**src/rtl/xor_accum_arbiter_pkg.sv**
```systemverilog
// Shared types and constants for the burst XOR-fold arbiter.
package xor_arb_pkg;

  localparam int unsigned WIDTH  = 32;
  localparam int unsigned MAXLEN = 16;
  localparam int unsigned CNT_W  = $clog2(MAXLEN + 1);

  typedef enum logic [1:0] {
    IDLE  = 2'd0,
    ACCUM = 2'd1,
    RESP  = 2'd2
  } state_e;

  typedef logic req_id_t;

endpackage

```
**src/rtl/xor_accum_arbiter_if.sv**
```systemverilog
// Requester, result and status signals of the XOR-fold arbiter.
interface xor_accum_arbiter_if;
  import xor_arb_pkg::*;

  logic             req0_valid;
  logic             req0_ready;
  logic [WIDTH-1:0] req0_data;
  logic             req0_last;
  logic             req1_valid;
  logic             req1_ready;
  logic [WIDTH-1:0] req1_data;
  logic             req1_last;
  logic             res_valid;
  logic             res_ready;
  logic [WIDTH-1:0] res_data;
  logic             res_id;
  logic [CNT_W-1:0] res_count;
  logic             res_trunc;
  logic             busy;

  modport master (
    output req0_valid, req0_data, req0_last,
    input  req0_ready,
    output req1_valid, req1_data, req1_last,
    input  req1_ready,
    output res_ready,
    input  res_valid, res_data, res_id, res_count, res_trunc, busy
  );

  modport slave (
    input  req0_valid, req0_data, req0_last,
    output req0_ready,
    input  req1_valid, req1_data, req1_last,
    output req1_ready,
    input  res_ready,
    output res_valid, res_data, res_id, res_count, res_trunc, busy
  );

endinterface

```
**src/rtl/xor_accum_arbiter_xor.sv**
```systemverilog
// Carry-free bitwise XOR of the accumulator and the selected beat.
module bitwiseXOR32
  import xor_arb_pkg::*;
(
  input  logic [WIDTH-1:0] a_i,
  input  logic [WIDTH-1:0] b_i,
  output logic [WIDTH-1:0] y_o
);

  assign y_o = a_i ^ b_i;

endmodule

```
**src/rtl/xor_accum_arbiter.sv**
```systemverilog
// Round-robin, burst-granular arbiter folding each requester burst through one XOR unit.
module xor_accum_arbiter
  import xor_arb_pkg::*;
(
  input  logic                clk,
  input  logic                rst_n,
  xor_accum_arbiter_if.slave  bus
);

  state_e           state_q, state_d;
  logic [WIDTH-1:0] acc_q, acc_d;
  logic [CNT_W-1:0] cnt_q, cnt_d;
  req_id_t          grant_q, grant_d;
  req_id_t          last_grant_q, last_grant_d;
  logic             res_valid_q, res_valid_d;
  logic [WIDTH-1:0] res_data_q, res_data_d;
  req_id_t          res_id_q, res_id_d;
  logic [CNT_W-1:0] res_count_q, res_count_d;
  logic             res_trunc_q, res_trunc_d;

  logic             sel_valid;
  logic             sel_last;
  logic [WIDTH-1:0] sel_data;
  logic [WIDTH-1:0] xor_y;
  logic [CNT_W-1:0] cnt_inc;

  assign sel_valid = grant_q ? bus.req1_valid : bus.req0_valid;
  assign sel_last  = grant_q ? bus.req1_last  : bus.req0_last;
  assign sel_data  = grant_q ? bus.req1_data  : bus.req0_data;
  assign cnt_inc   = cnt_q + CNT_W'(1);

  bitwiseXOR32 u_xor (
    .a_i (acc_q),
    .b_i (sel_data),
    .y_o (xor_y)
  );

  always_comb begin
    state_d      = state_q;
    acc_d        = acc_q;
    cnt_d        = cnt_q;
    grant_d      = grant_q;
    last_grant_d = last_grant_q;
    res_valid_d  = res_valid_q;
    res_data_d   = res_data_q;
    res_id_d     = res_id_q;
    res_count_d  = res_count_q;
    res_trunc_d  = res_trunc_q;
    unique case (state_q)
      IDLE: begin
        if (bus.req0_valid || bus.req1_valid) begin
          // Tie goes to whoever was not served last; otherwise the sole requester.
          grant_d = (bus.req0_valid && bus.req1_valid) ? ~last_grant_q : bus.req1_valid;
          acc_d   = '0;
          cnt_d   = '0;
          state_d = ACCUM;
        end
      end
      ACCUM: begin
        if (sel_valid) begin
          acc_d = xor_y;
          cnt_d = cnt_inc;
          if (sel_last || (cnt_inc == CNT_W'(MAXLEN))) begin
            state_d     = RESP;
            res_valid_d = 1'b1;
            res_data_d  = xor_y;
            res_id_d    = grant_q;
            res_count_d = cnt_inc;
            res_trunc_d = ~sel_last;
          end
        end
      end
      RESP: begin
        if (bus.res_ready) begin
          res_valid_d  = 1'b0;
          last_grant_d = grant_q;
          state_d      = IDLE;
        end
      end
      default: state_d = IDLE;
    endcase
  end

  always_ff @(posedge clk or negedge rst_n) begin
    if (!rst_n) begin
      state_q      <= IDLE;
      acc_q        <= '0;
      cnt_q        <= '0;
      grant_q      <= 1'b0;
      last_grant_q <= 1'b1;
      res_valid_q  <= 1'b0;
      res_data_q   <= '0;
      res_id_q     <= 1'b0;
      res_count_q  <= '0;
      res_trunc_q  <= 1'b0;
    end else begin
      state_q      <= state_d;
      acc_q        <= acc_d;
      cnt_q        <= cnt_d;
      grant_q      <= grant_d;
      last_grant_q <= last_grant_d;
      res_valid_q  <= res_valid_d;
      res_data_q   <= res_data_d;
      res_id_q     <= res_id_d;
      res_count_q  <= res_count_d;
      res_trunc_q  <= res_trunc_d;
    end
  end

  assign bus.req0_ready = (state_q == ACCUM) && !grant_q;
  assign bus.req1_ready = (state_q == ACCUM) &&  grant_q;
  assign bus.res_valid  = res_valid_q;
  assign bus.res_data   = res_data_q;
  assign bus.res_id     = res_id_q;
  assign bus.res_count  = res_count_q;
  assign bus.res_trunc  = res_trunc_q;
  assign bus.busy       = (state_q != IDLE);

endmodule
```
**src/flat_wrapper.sv**
```systemverilog
// flat-port wrapper written by rule: the top's interface ports become plain ports
module xor_accum_arbiter_flat import xor_arb_pkg::*;
  (clk, rst_n, bus_req0_valid, bus_req0_data, bus_req0_last, bus_req0_ready, bus_req1_valid, bus_req1_data, bus_req1_last, bus_req1_ready, bus_res_ready, bus_res_valid, bus_res_data, bus_res_id, bus_res_count, bus_res_trunc, bus_busy);
  xor_accum_arbiter_if bus_i ();
  input  logic clk;
  input  logic rst_n;
  input wire logic [$bits(bus_i.req0_valid)-1:0] bus_req0_valid;
  input wire logic [$bits(bus_i.req0_data)-1:0] bus_req0_data;
  input wire logic [$bits(bus_i.req0_last)-1:0] bus_req0_last;
  output wire logic [$bits(bus_i.req0_ready)-1:0] bus_req0_ready;
  input wire logic [$bits(bus_i.req1_valid)-1:0] bus_req1_valid;
  input wire logic [$bits(bus_i.req1_data)-1:0] bus_req1_data;
  input wire logic [$bits(bus_i.req1_last)-1:0] bus_req1_last;
  output wire logic [$bits(bus_i.req1_ready)-1:0] bus_req1_ready;
  input wire logic [$bits(bus_i.res_ready)-1:0] bus_res_ready;
  output wire logic [$bits(bus_i.res_valid)-1:0] bus_res_valid;
  output wire logic [$bits(bus_i.res_data)-1:0] bus_res_data;
  output wire logic [$bits(bus_i.res_id)-1:0] bus_res_id;
  output wire logic [$bits(bus_i.res_count)-1:0] bus_res_count;
  output wire logic [$bits(bus_i.res_trunc)-1:0] bus_res_trunc;
  output wire logic [$bits(bus_i.busy)-1:0] bus_busy;
  assign bus_i.req0_valid = bus_req0_valid;
  assign bus_i.req0_data = bus_req0_data;
  assign bus_i.req0_last = bus_req0_last;
  assign bus_req0_ready = bus_i.req0_ready;
  assign bus_i.req1_valid = bus_req1_valid;
  assign bus_i.req1_data = bus_req1_data;
  assign bus_i.req1_last = bus_req1_last;
  assign bus_req1_ready = bus_i.req1_ready;
  assign bus_i.res_ready = bus_res_ready;
  assign bus_res_valid = bus_i.res_valid;
  assign bus_res_data = bus_i.res_data;
  assign bus_res_id = bus_i.res_id;
  assign bus_res_count = bus_i.res_count;
  assign bus_res_trunc = bus_i.res_trunc;
  assign bus_busy = bus_i.busy;
  xor_accum_arbiter u_core (.clk(clk), .rst_n(rst_n), .bus(bus_i));
endmodule
```
**config.mk**
```make
export PLATFORM = sky130hd
export DESIGN_NAME = xor_accum_arbiter_flat
export DESIGN_NICKNAME = d
export VERILOG_FILES = /design/src/rtl/xor_accum_arbiter_pkg.sv /design/src/rtl/xor_accum_arbiter_if.sv /design/src/rtl/xor_accum_arbiter_xor.sv /design/src/rtl/xor_accum_arbiter.sv /design/src/flat_wrapper.sv
export SDC_FILE = /design/constraint.sdc
export NUM_CORES = 1
export LEC_CHECK = 0
export BUFFER_PORTS_ARGS = -buffer_cell sky130_fd_sc_hd__clkbuf_2
export CAP_MARGIN = 20
export CORE_MARGIN = 4
export CORE_UTILIZATION = 55
export DETAILED_ROUTE_END_ITERATION = 6
export PLACE_DENSITY = 0.93
export SLEW_MARGIN = 10
export SYNTH_ARGS = -nofsm -noshare
export SYNTH_HDL_FRONTEND = slang
export SYNTH_SLANG_ARGS = --single-unit
```
**constraint.sdc**
```tcl
create_clock -name clk -period 4.66 [get_ports clk]
set_input_delay 0.233 -clock clk [delete_from_list [all_inputs] [get_ports clk]]
set_output_delay 0.233 -clock clk [all_outputs]
set_load 0.02 [all_outputs]
```
======== Word level (Yosys, flattened, before mapping) ========
Cells that the tools add are included.
operators by class
  add/sub/neg operators ................... 1
  multiply operators ...................... 0
  div/mod/pow operators ................... 0
  magnitude comparators ................... 0
  equality and inequality tests ........... 7
  shift operators ......................... 0
  multiplexer cells ....................... 19
  bitwise logic cells ..................... 3
  reduce and logical (&&, ||, !) cells .... 16
operators with widths
  kind                                                                     number
  32-bit 2-to-1 mux                                                        3
  32-bit case mux with 2 select lines                                      1
  32-bit XOR                                                               1
  5-bit 2-to-1 mux                                                         2
  5-bit case mux with 2 select lines                                       1
  2-bit 2-to-1 mux                                                         4
  4-bit AND reduction                                                      2
  1-bit 2-to-1 mux                                                         6
  2-bit by 1-bit inequality test with 1-bit output, second input constant  3
  2-bit case mux with 3 select lines                                       1
  3-bit AND reduction                                                      2
  2-bit nonzero test                                                       3
  5-bit by 1-bit adder with 5-bit output, second input constant            1
  5-bit == test, second input constant                                     1
  2-bit AND reduction                                                      2
  1-bit logical AND                                                        3
  2-bit by 1-bit == test with 1-bit output, second input constant          1
  2-bit == test, second input constant                                     1
  2-bit logical NOT                                                        1
  1-bit logical OR                                                         2
  2-bit inequality test, second input constant                             1
  1-bit NOT                                                                2
  1-bit case mux with 2 select lines                                       1
  1-bit logical NOT                                                        1
storage, ports and cells
  register bits ........................... 81
  latch bits .............................. 0
  memory bits (writable) .................. 0
  ROM bits ................................ 0
  input bits .............................. 71
  output and inout bits ................... 43
  word-level logic and storage cells ...... 56
  memories kept ........................... 0

======== Depth between registers and ports, before layout ========
Gate-level depths: netlist of the first run.
  depth after elaboration ................. 6
  gate-level depth with buffers ........... 8
  gate-level depth less buffers ........... 6

======== Hierarchy ========
From an unflattened synthesis of the first run, not the netlist that was laid out.
unflattened totals
  cells, all modules ...................... 287
  area, all modules ....................... 3903.7 um2
by module, submodules not included
  module             instances  cells an instance  area an instance (um2)  sequential area each (um2)
  xor_accum_arbiter  1          255                3623.5                  2028.2
  bitwiseXOR32       1          32                 280.3                   0.0

======== Worst setup path after synthesis of the first run ========
No wires, ideal clock.
  kind .................................... register -> register
  from .................................... register u_core.cnt_q[0]
  to ...................................... register u_core.res_data_q[10], in the netlist u_core.bus.res_data[10]
  setup time .............................. 121 ps
  arrival time ............................ 1780 ps
  required time ........................... 4539 ps
  path slack .............................. 2759 ps
  cell stages (with the launch flop) ...... 8
  buffers on the path ..................... 2
  cells stage by stage .................... dfrtp_1 ha_1 o32a_1 o21ai_4 nand2_2 buf_12 buf_6 a22o_1
between the ends
  cells in the longest elaborated chain, start to end .. 4
RTL lines
  what                                    RTL line                  RTL
  from (decl)                             xor_accum_arbiter.sv:12   logic [CNT_W-1:0] cnt_q, cnt_d;
  from (signal assigned)                  xor_accum_arbiter.sv:99   cnt_q <= cnt_d;
  5-bit by 1-bit adder with 5-bit output  xor_accum_arbiter.sv:30   assign cnt_inc = cnt_q + CNT_W'(1);
  5-bit == test                           xor_accum_arbiter.sv:63   if (sel_last || (cnt_inc == CNT_W'(MAXLEN))) begin
  1-bit logical OR                        xor_accum_arbiter.sv:63
  3-bit AND reduction (no line)           n/a
  to (signal assigned)                    xor_accum_arbiter.sv:103  res_data_q <= res_data_d;
  to (decl)                               xor_accum_arbiter.sv:16   logic [WIDTH-1:0] res_data_q, res_data_d;
Every way passes these cells.
A chain may end at the register's enable or synchronous reset.

======== Final worst setup path of the first run ========
  from .................................... register u_core.cnt_q[0]
  to ...................................... register u_core.res_count_q[1], in the netlist u_core.bus.res_count[1]
between the ends
  cells in the longest elaborated chain, start to end .. 4
RTL lines
  what                                      RTL line                  RTL
  5-bit by 1-bit adder with 5-bit output *  xor_accum_arbiter.sv:30
  5-bit == test                             xor_accum_arbiter.sv:63
  1-bit logical OR                          xor_accum_arbiter.sv:63
  3-bit AND reduction (no line)             n/a
  to (signal assigned)                      xor_accum_arbiter.sv:105  res_count_q <= res_count_d;
  to (decl)                                 xor_accum_arbiter.sv:18   logic [CNT_W-1:0] res_count_q, res_count_d;
Mark *: on every way between the ends. The rest lies on a longest branch, timed or not.

==> run metrics, run 1 <==
clock skew=0.00725 ns; GR met3 Demand/Resource=4.68%; worst IR drop on VDD=0.000357 V; PwrDens=714 nW/µm²; critical path fanouts, max=38; TritonCTS clock tree=yes; crit end category=flop; hpwl dp=5720 µm; Layout area overhead=19.5%; Rows=30; Min Hold Slack=0.105 ns; met1 GRT Util=25.7%; multi-input combinational cell area=1690 µm²; startpoint types=flop; most used routing layer=met2; Via-to-Cell Ratio=5.39; Least-Margin Pin Slew=1.05 ns; Syn. warnings=0; final hold vios=0; H-tree depth=3; cells after synthesis=315; Overall Global Routing Usage=20.3%; post-cts resize count=0; routability cong.=0.843; fillers=526; clk sinks=81; WL/cell=16.1 µm; Vias=2,820; largest net degree at the start of global routing=82; max cap viols=0; # nets final=495; number of global-route vias before repair=2,933; WP data arrival=3.43 ns; DIE WIDTH=91.9 µm; clk_lat worst skew=0.34 ns; Max transition margin=29.7%; clk slew on worst S/H paths=0.08 ns; Max Clk Rate=313 MHz; DR pass1 iterations=4; first-pass GRT wire length=13,600 µm; IO Port Bufs=113; class of the worst hold path=in2reg; DRC viols=0; Tcrit/Tclk final=68.7%; Synth Cell Area=3870 µm²; RSZ-0062 raised after global routing=false; initial antenna violation count=0; Initial Util=56.6%; GRT overflow=0; initial drt markers=117; CTS max path bufs=2; post-route ant nets=0; Core Region=6830 µm²; WS Path Type=reg2reg; setup TNS=0 ns; antenna cells=0; CTS buffer count=9; register area=2030 µm²; layout cells sized above 1=34.4%; CTS root buffer=clkbuf_8; max-slew violation count=0; die height=91.9 µm; final setup fails=0; Syn Nets=388; I/O pin cnt=114; Distinct cells, synth=34; min Tclk post-route=3.20 ns; CP required=4.89 ns; met2 Usage GRT=33.8%; LEAKAGE=2.63 nW; WL final=8430 µm; die area=8440 µm²; flops & latches, synth=81; outcome=finished, final reports clean; syn_area_per_cell=12.3 µm²; sequential-to-total area share from yosys stat=52.4%
==> layer usage <==
layer / vias up / share of wire, % / wire length [µm]
met4: 0 / 1.7 / 144
met5: - / 0 / 0
met1: 1387 / 42 / 3530
met2: 87 / 52 / 4350
met3: 11 / 4.8 / 404
li1: 1335 / - / -
==> cell usage in the layout, fill, tap and decap left out <==
master and count:
a21o_1 27, o21ai_4 1, nor2_1 33, xnor2_1 7, a31oi_1 2, nand2_2 1
dlygate4sd3_1 1, mux2_4 9, dfrtp_2 1, nor3b_1 1, a311oi_1 1, a22o_1 35
o32a_1 1, nand2b_1 2, clkbuf_1 2, and3b_1 2, dfstp_2 1, nand3b_1 2
ha_1 2, a211oi_1 1, mux2_2 2, clkinv_2 3, nor3_1 1, clkbuf_8 11
o21ai_0 5, nand2_1 6, buf_4 3, buf_12 1, inv_1 1, dfrtp_1 79
nand3_1 3, clkbuf_2 112, mux2i_1 33, a21oi_4 1, xor2_1 29, or2_2 1
a21oi_1 4
==> repair_timing <==
action	CTS	global route
buffers inserted	0	0
hold endpoints to repair	0	39
hold buffers	0	1
==> cells by family after synthesis <==
family                     synth area share [%]
and+or+nand+nor                            5.98
muxes                                      12.6
adders and majority gates                 0.647
AOI/OAI and AO/OA                          16.2
DFF                                        52.4
xor gates and xnor gates                   8.15
buffers and inverters                      4.04
==> cells in the mapped netlist, drive strengths merged <==
library cell,instances,area (µm²)
o21ai,6,41.3
dfrtp,80,2000
inv,1,3.75
nand2b,2,12.5
o32a,1,10.0
and3b,2,17.5
a22o,35,307
ha,2,25.0
nor2,33,124
a21o,27,203
nand2,7,28.8
a311oi,1,8.76
mux2,11,158
mux2i,33,330
nor3,1,5.00
clkbuf,6,22.5
nand3,3,15.0
a211oi,1,7.51
buf,15,130
xor2,29,254
dfstp,1,26.3
or2,1,6.26
xnor2,7,61.3
nor3b,1,7.51
a21oi,5,36.3
nand3b,2,15.0
a31oi,2,12.5
==> worst max-delay path, cell delays in order (launching register included) <==
cell	delay [ns]
dfrtp_1	0.44
ha_1	0.29
o32a_1	0.43
o21ai_4	0.69
nand2_2	0.72
mux2_4	0.50
==> where the power goes <==
| part | total (W) | leakage (nW) | internal, W | switching [W] |
|---|---|---|---|---|
| Sequential | 0.00127 | 1.02 | 0.00102 | 0.000250 |
| Combinational | 0.00158 | 1.52 | 0.000703 | 0.000874 |
| Clock | 0.000458 | 0.0932 | 0.000221 | 0.000238 |
| Total | 0.00330 | 2.63 | 0.00194 | 0.00136 |
==> per-stage QoR <==
step	instances	area, µm²	worst slack (ns)	utilization [%]	total power [W]
2_1_floorplan	315	3870	2.76	-	0.00248
3_3_place_gp	505	4420	1.56	64.7	0.00278
3_5_place_dp	505	4420	1.45	64.7	0.00286
4_1_cts	521	4600	1.44	67.3	0.00333
5_1_grt	523	4630	1.23	67.7	0.00351
6_report	523	4630	1.46	67.7	0.00330
==> flip-flops by register name, indices dropped and copies added (netlist names) <==
signal                count
u_core.last_grant_q       1
u_core.acc_q             32
u_core.bus.res_trunc      1
u_core.bus.res_data      32
u_core.bus.res_count      5
u_core.bus.res_id         1
u_core.cnt_q              5
u_core.state_q            2
u_core.bus.res_valid      1
u_core.grant_q            1
==> cell type report <==
class | instances | area share [%]
clock buffers | 13 | 3.44
clock inverters | 3 | 0.325
inverters | 1 | 0.0811
multi-input cells | 212 | 36.4
flip-flops and latches | 81 | 43.9
well taps | 96 | 2.60
repair buffers | 117 | 13.3
==> worst paths after layout <==
kind / start / end / slack [ns] / cells past startpoint
max in group asynchronous: rst_n / u_core.acc_q[15] / 3.66 / 3
min: bus_req0_valid / u_core.grant_q / 0.11 / 2
max: u_core.cnt_q[0] / u_core.bus.res_count[1] / 1.46 / 5
max reg2reg: u_core.cnt_q[0] / u_core.bus.res_count[1] / 1.46 / 5
min in group asynchronous: rst_n / u_core.state_q[1] / 0.40 / 2
min reg2reg: u_core.bus.res_valid / u_core.bus.res_valid / 0.49 / 2
(Power assumes the default switching activity.)
==> inputs of run 2 (changes only) <==
--- a/config.mk
+++ b/config.mk
@@ -8,9 +8,9 @@
 export BUFFER_PORTS_ARGS = -buffer_cell sky130_fd_sc_hd__clkbuf_2
 export CAP_MARGIN = 20
 export CORE_MARGIN = 4
-export CORE_UTILIZATION = 55
+export CORE_UTILIZATION = 47
 export DETAILED_ROUTE_END_ITERATION = 6
-export PLACE_DENSITY = 0.93
+export PLACE_DENSITY = 0.86
 export SLEW_MARGIN = 10
 export SYNTH_ARGS = -nofsm -noshare
 export SYNTH_HDL_FRONTEND = slang
==> constraint.sdc (replaced) <==
create_clock -name clk -period 2.75 [get_ports clk]
set_input_delay 0.1375 -clock clk [delete_from_list [all_inputs] [get_ports clk]]
set_output_delay 0.1375 -clock clk [all_outputs]
set_load 0.02 [all_outputs]
==> run metrics, run 2 (synthesis results as in run 1) <==
worst reg2reg path depth=6; Cell Int Power=0.00335 W; sw power=0.00237 W; I/O pin cnt=114; post-cts resize count=0; placed cell area=4490 µm²; DRC viols=0; max cap viols=0; Max transition margin=69.1%; H-tree depth=3; buffers and inverters on the worst path=1; GRT overflow=0; RSZ-0062 raised after global routing=false; max-slew violation count=0; # nets final=502; WL final=8820 µm; final hold vios=0; Least-Margin Pin Slew=0.460 ns; CTS buffer count=9; CP max stage cell=dfrtp_1; Layout area overhead=21.6%; min Tclk post-route=2.27 ns; Max Clk Rate=441 MHz; Initial Util=49.3%; Via-to-Cell Ratio=5.38; die area=9750 µm²; critical path fanouts, max=24; most frequent cells in the layout=clkbuf_2, dfrtp_1, a22o_1; WHS Path Cells=2; largest net degree at the start of global routing=82; CTS max path bufs=2; Worst Setup SP=u_core.cnt_q[0]; LEAKAGE=2.66 nW; DIE WIDTH=98.7 µm; clk_lat worst skew=0.33 ns; Vias=2,884; RR Endpoint=u_core.bus.res_id; combinational share of power=48.7%; setup TNS=0 ns; Tcrit/Tclk final=82.5%; clk slew on worst S/H paths=0.08 ns; Rows=32; WP data arrival=2.49 ns; antenna cells=0; clk sinks=81; commonest non-fill, non-tap cell in the layout=clkbuf_2; reg2reg setup slack=0.48 ns; RR Startpoint=u_core.cnt_q[0]; postcts setup bufs=0; Sw Ratio=41.5%; WL/cell=16.5 µm; startpoint types=flop; first-pass GRT wire length=14,400 µm; hpwl dp=6230 µm; hold worst-path end=u_core.state_q[1]; initial drt markers=113; outcome=finished, final reports clean; layout cells sized above 1=35.5%; routability cong.=0.799; initial antenna violation count=0; clock skew=0.00770 ns; final setup fails=0; IO Port Bufs=113; TritonCTS clock tree=yes; hold bufs inserted after CTS=1; number of global-route vias before repair=2,945; CP Cell Sequence=ha_1 > o32a_1 > o21ai_4 > nand2_2 > buf_12 > mux2_4; PwrDens=1220 nW/µm²; DR pass1 iterations=5; placed cells=518; WS Path Type=reg2reg; class of the worst hold path=in2reg; peak per-stage delay on the critical path=0.44 ns; Largest delay share family, worst path=compound AO/OA/AOI/OAI gates; worst IR drop on VDD=0.000549 V; Core Region=7850 µm²; CP required=2.97 ns; die height=98.7 µm; Flop pwr share=37.7%; Clk pwr share=13.6%; Post-Layout Cell Count=536; hold_sp=bus_res_ready; post-route ant nets=0; Overall Global Routing Usage=18.1%; final instance area=4710 µm²; CTS root buffer=clkbuf_8; crit end category=flop
-- run 2: worst max-delay path by stage --
stage | end | cells after the start
floorplan | u_core.bus.res_data[10] | 7
global placement | u_core.bus.res_count[1] | 6
detailed placement | u_core.bus.res_data[31] | 6
CTS | u_core.bus.res_id | 6
global route | u_core.bus.res_id | 6
finish | u_core.bus.res_id | 6
-- run 2: per-stage QoR --
step	worst slack [ns]	util, %	power, W	hold WS [ns]
4_1_cts	0.504	59.6	0.00575	0.0188
3_5_place_dp	0.517	57.3	0.00497	0.360
2_1_floorplan	0.849	-	0.00420	-0.158
3_3_place_gp	0.564	57.3	0.00483	0.349
5_1_grt	0.376	60.0	0.00610	0.0319
6_report	0.482	60.0	0.00572	0.0290
-- run 2: worst reg2reg max path, delay by kind of cell (launching register included) --
family	cells	cell delay (ns)
buf+inv	1	0.26
compound gates	2	0.60
mux	1	0.31
flops	1	0.44
fa+ha+maj	1	0.30
simple gates	1	0.24
-- run 2: power groups by stage --
stage	combinational, W	clock, W	sequential (W)
after detailed placement	0.00281	0	0.00216
final	0.00279	0.000779	0.00215
after CTS	0.00281	0.000790	0.00215
after global routing	0.00304	0.000841	0.00222
after floorplan	0.00185	0	0.00235
after global placement	0.00269	0	0.00213
-- run 2: routing by layer --
layer  vias up  share of wire (%)  GRT usage (%)  wire length [µm]
met4         0                1.1           5.57                97
li1       1349                  -              -                 -
met5         -                  0              0                 0
met1      1429                 45           25.6              3990
met2        96                 47           27.9              4140
met3        10                6.8           4.32               596
-- run 2: final cells by class --
| cell class | instances | area, µm² |
|---|---|---|
| Clock inverter | 4 | 28.8 |
| Tap cell | 102 | 128 |
| Clock buffer | 12 | 145 |
| Fill cell | 657 | 3140 |
| Inverter | 1 | 3.75 |
| Multi-Input combinational cell | 212 | 1690 |
| Timing Repair Buffer | 124 | 686 |
| Sequential cell | 81 | 2030 |
==> inputs of run 3 (changes only) <==
--- a/config.mk
+++ b/config.mk
@@ -8,9 +8,9 @@
 export BUFFER_PORTS_ARGS = -buffer_cell sky130_fd_sc_hd__clkbuf_2
 export CAP_MARGIN = 20
 export CORE_MARGIN = 4
-export CORE_UTILIZATION = 47
+export CORE_UTILIZATION = 52
 export DETAILED_ROUTE_END_ITERATION = 6
-export PLACE_DENSITY = 0.86
+export PLACE_DENSITY = 0.89
 export SLEW_MARGIN = 10
 export SYNTH_ARGS = -nofsm -noshare
 export SYNTH_HDL_FRONTEND = slang
==> constraint.sdc (replaced) <==
create_clock -name clk -period 2.3 [get_ports clk]
set_input_delay 0.115 -clock clk [delete_from_list [all_inputs] [get_ports clk]]
set_output_delay 0.115 -clock clk [all_outputs]
set_load 0.02 [all_outputs]
==> run metrics, run 3 (synthesis results as in run 1) <==
Min Hold Slack=0.0708 ns; startpoint types=flop; reg2reg setup slack=0.15 ns; PwrDens=1430 nW/µm²; placed cell area=4520 µm²; CP Cell Sequence=ha_1 > o32a_1 > o21ai_4 > nand2_2 > buf_12 > mux2_4; multi-input combinational cell area=1690 µm²; I/O pin cnt=114; sw power=0.00279 W; combinational share of power=49.6%; die height=94.3 µm; hold_sp=bus_req1_valid; setup TNS=0 ns; WHS Path Cells=3; post-route ant nets=0; WP data arrival=2.37 ns; GRT overflow=0; Overall Global Routing Usage=20.3%; clock skew=0.00803 ns; Core Region=7250 µm²; CP required=2.53 ns; Worst Setup SP=u_core.cnt_q[0]; DRC viols=0; post-cts resize count=0; layout cells sized above 1=35.5%; Sw Ratio=41.2%; Max Clk Rate=466 MHz; worst IR drop on VDD=0.000568 V; max-slew violation count=0; Largest delay share family, worst path=compound AO/OA/AOI/OAI gates; Initial Util=53.4%; Clk pwr share=13.1%; initial antenna violation count=0; WL final=8490 µm; Cell Int Power=0.00397 W; postcts setup bufs=0; clk slew on worst S/H paths=0.08 ns; fillers=557; hpwl dp=6120 µm; WS Path Type=reg2reg; Vias=2,842; final instance area=4710 µm²; max cap viols=0; Rows=31; commonest non-fill, non-tap cell in the layout=clkbuf_2; register area=2030 µm²; first-pass GRT wire length=14,100 µm; H-tree depth=3; min Tclk post-route=2.15 ns; RR Endpoint=u_core.bus.res_data[31]; Post-Layout Cell Count=536; die area=8890 µm²; Layout area overhead=21.8%; TritonCTS clock tree=yes; final setup fails=0; RR Startpoint=u_core.cnt_q[0]; Least-Margin Pin Slew=0.638 ns; worst reg2reg path depth=6; IO Port Bufs=113; number of global-route vias before repair=2,945; CTS buffer count=9; Tcrit/Tclk final=93.3%; routability cong.=0.795; CTS root buffer=clkbuf_8; clk sinks=81; most frequent cells in the layout=clkbuf_2, dfrtp_1, a22o_1; Flop pwr share=37.3%; RSZ-0062 raised after global routing=false; crit end category=flop; # nets final=505; critical path fanouts, max=17; peak per-stage delay on the critical path=0.44 ns; WL/cell=15.8 µm; hold worst-path end=u_core.grant_q; final hold vios=0; initial drt markers=108; LEAKAGE=2.67 nW; Via-to-Cell Ratio=5.30; largest net degree at the start of global routing=51; clk_lat worst skew=0.35 ns; antenna cells=0; outcome=finished, final reports clean; CTS max path bufs=2; DIE WIDTH=94.3 µm; fin util=65.0%; Max transition margin=57.5%; CP max stage cell=dfrtp_1; buffers and inverters on the worst path=1; DR pass1 iterations=4; placed cells=517; class of the worst hold path=in2reg
[run 3: cell count changes in the layout (fill, tap and decap cells not counted)]
cell / change
clkbuf_8: -1
dlygate4sd3_1: +2
clkinv_2: +1
clkinvlp_4: +1
buf_12: +1
clkinv_4: -1
buf_16: -1
buf_4: +1
[run 3: worst max-delay path by stage]
| stage | end | slack, ns | cells after the start |
|---|---|---|---|
| floorplan | u_core.bus.res_data[10] | 0.40 | 7 |
| global placement | u_core.bus.res_data[28] | 0.25 | 6 |
| detailed placement | u_core.bus.res_data[31] | 0.15 | 6 |
| CTS | u_core.bus.res_data[31] | 0.14 | 6 |
| global route | u_core.bus.res_data[31] | 0.04 | 6 |
| finish | u_core.bus.res_data[31] | 0.15 | 6 |
[run 3: metal layers]
layer | up-vias | track usage [%] | routed length (µm)
li1 | 1353 | - | -
met4 | 0 | 8.30 | 193
met3 | 18 | 4.89 | 466
met1 | 1380 | 27.1 | 3720
met5 | - | 0 | 0
met2 | 91 | 32.0 | 4110
[run 3: timing repair]
action / in CTS / in global routing
endpoints found under the hold margin: 50 / 0
hold buffers: 3 / 0
endpoints found under the setup margin: 0 / 0
[run 3: worst min-delay path, delay by kind of cell]
kind | cells | cell delay (ns)
buf+inv | 1 | 0.11
compound gates | 1 | 0.09
simple gates | 1 | 0.07
[run 3: area by class of cell]
type                            instances  share of cell area [%]
Timing Repair Buffer                  127                    15.0
Sequential cell                        81                    43.1
Clock buffer                           11                    2.79
Multi-Input combinational cell        212                    35.8
Inverter                                1                  0.0797
Clock inverter                          5                   0.690
Tap cell                               99                    2.63
[run 3: stage by stage]
| stage | setup slack (ns) | power [W] |
|---|---|---|
| final | 0.154 | 0.00676 |
| after floorplan | 0.399 | 0.00502 |
| after CTS | 0.140 | 0.00683 |
| after global placement | 0.251 | 0.00576 |
| after global routing | 0.0414 | 0.00726 |
| after detailed placement | 0.152 | 0.00593 |
[run 3: power by group through the flow]
| stage | sequential [W] | combinational (W) | clock [W] |
|---|---|---|---|
| after floorplan | 0.00281 | 0.00221 | 0 |
| after CTS | 0.00252 | 0.00340 | 0.000912 |
| after global routing | 0.00259 | 0.00368 | 0.000985 |
| final | 0.00252 | 0.00336 | 0.000887 |
| after global placement | 0.00252 | 0.00325 | 0 |
| after detailed placement | 0.00253 | 0.00340 | 0 |
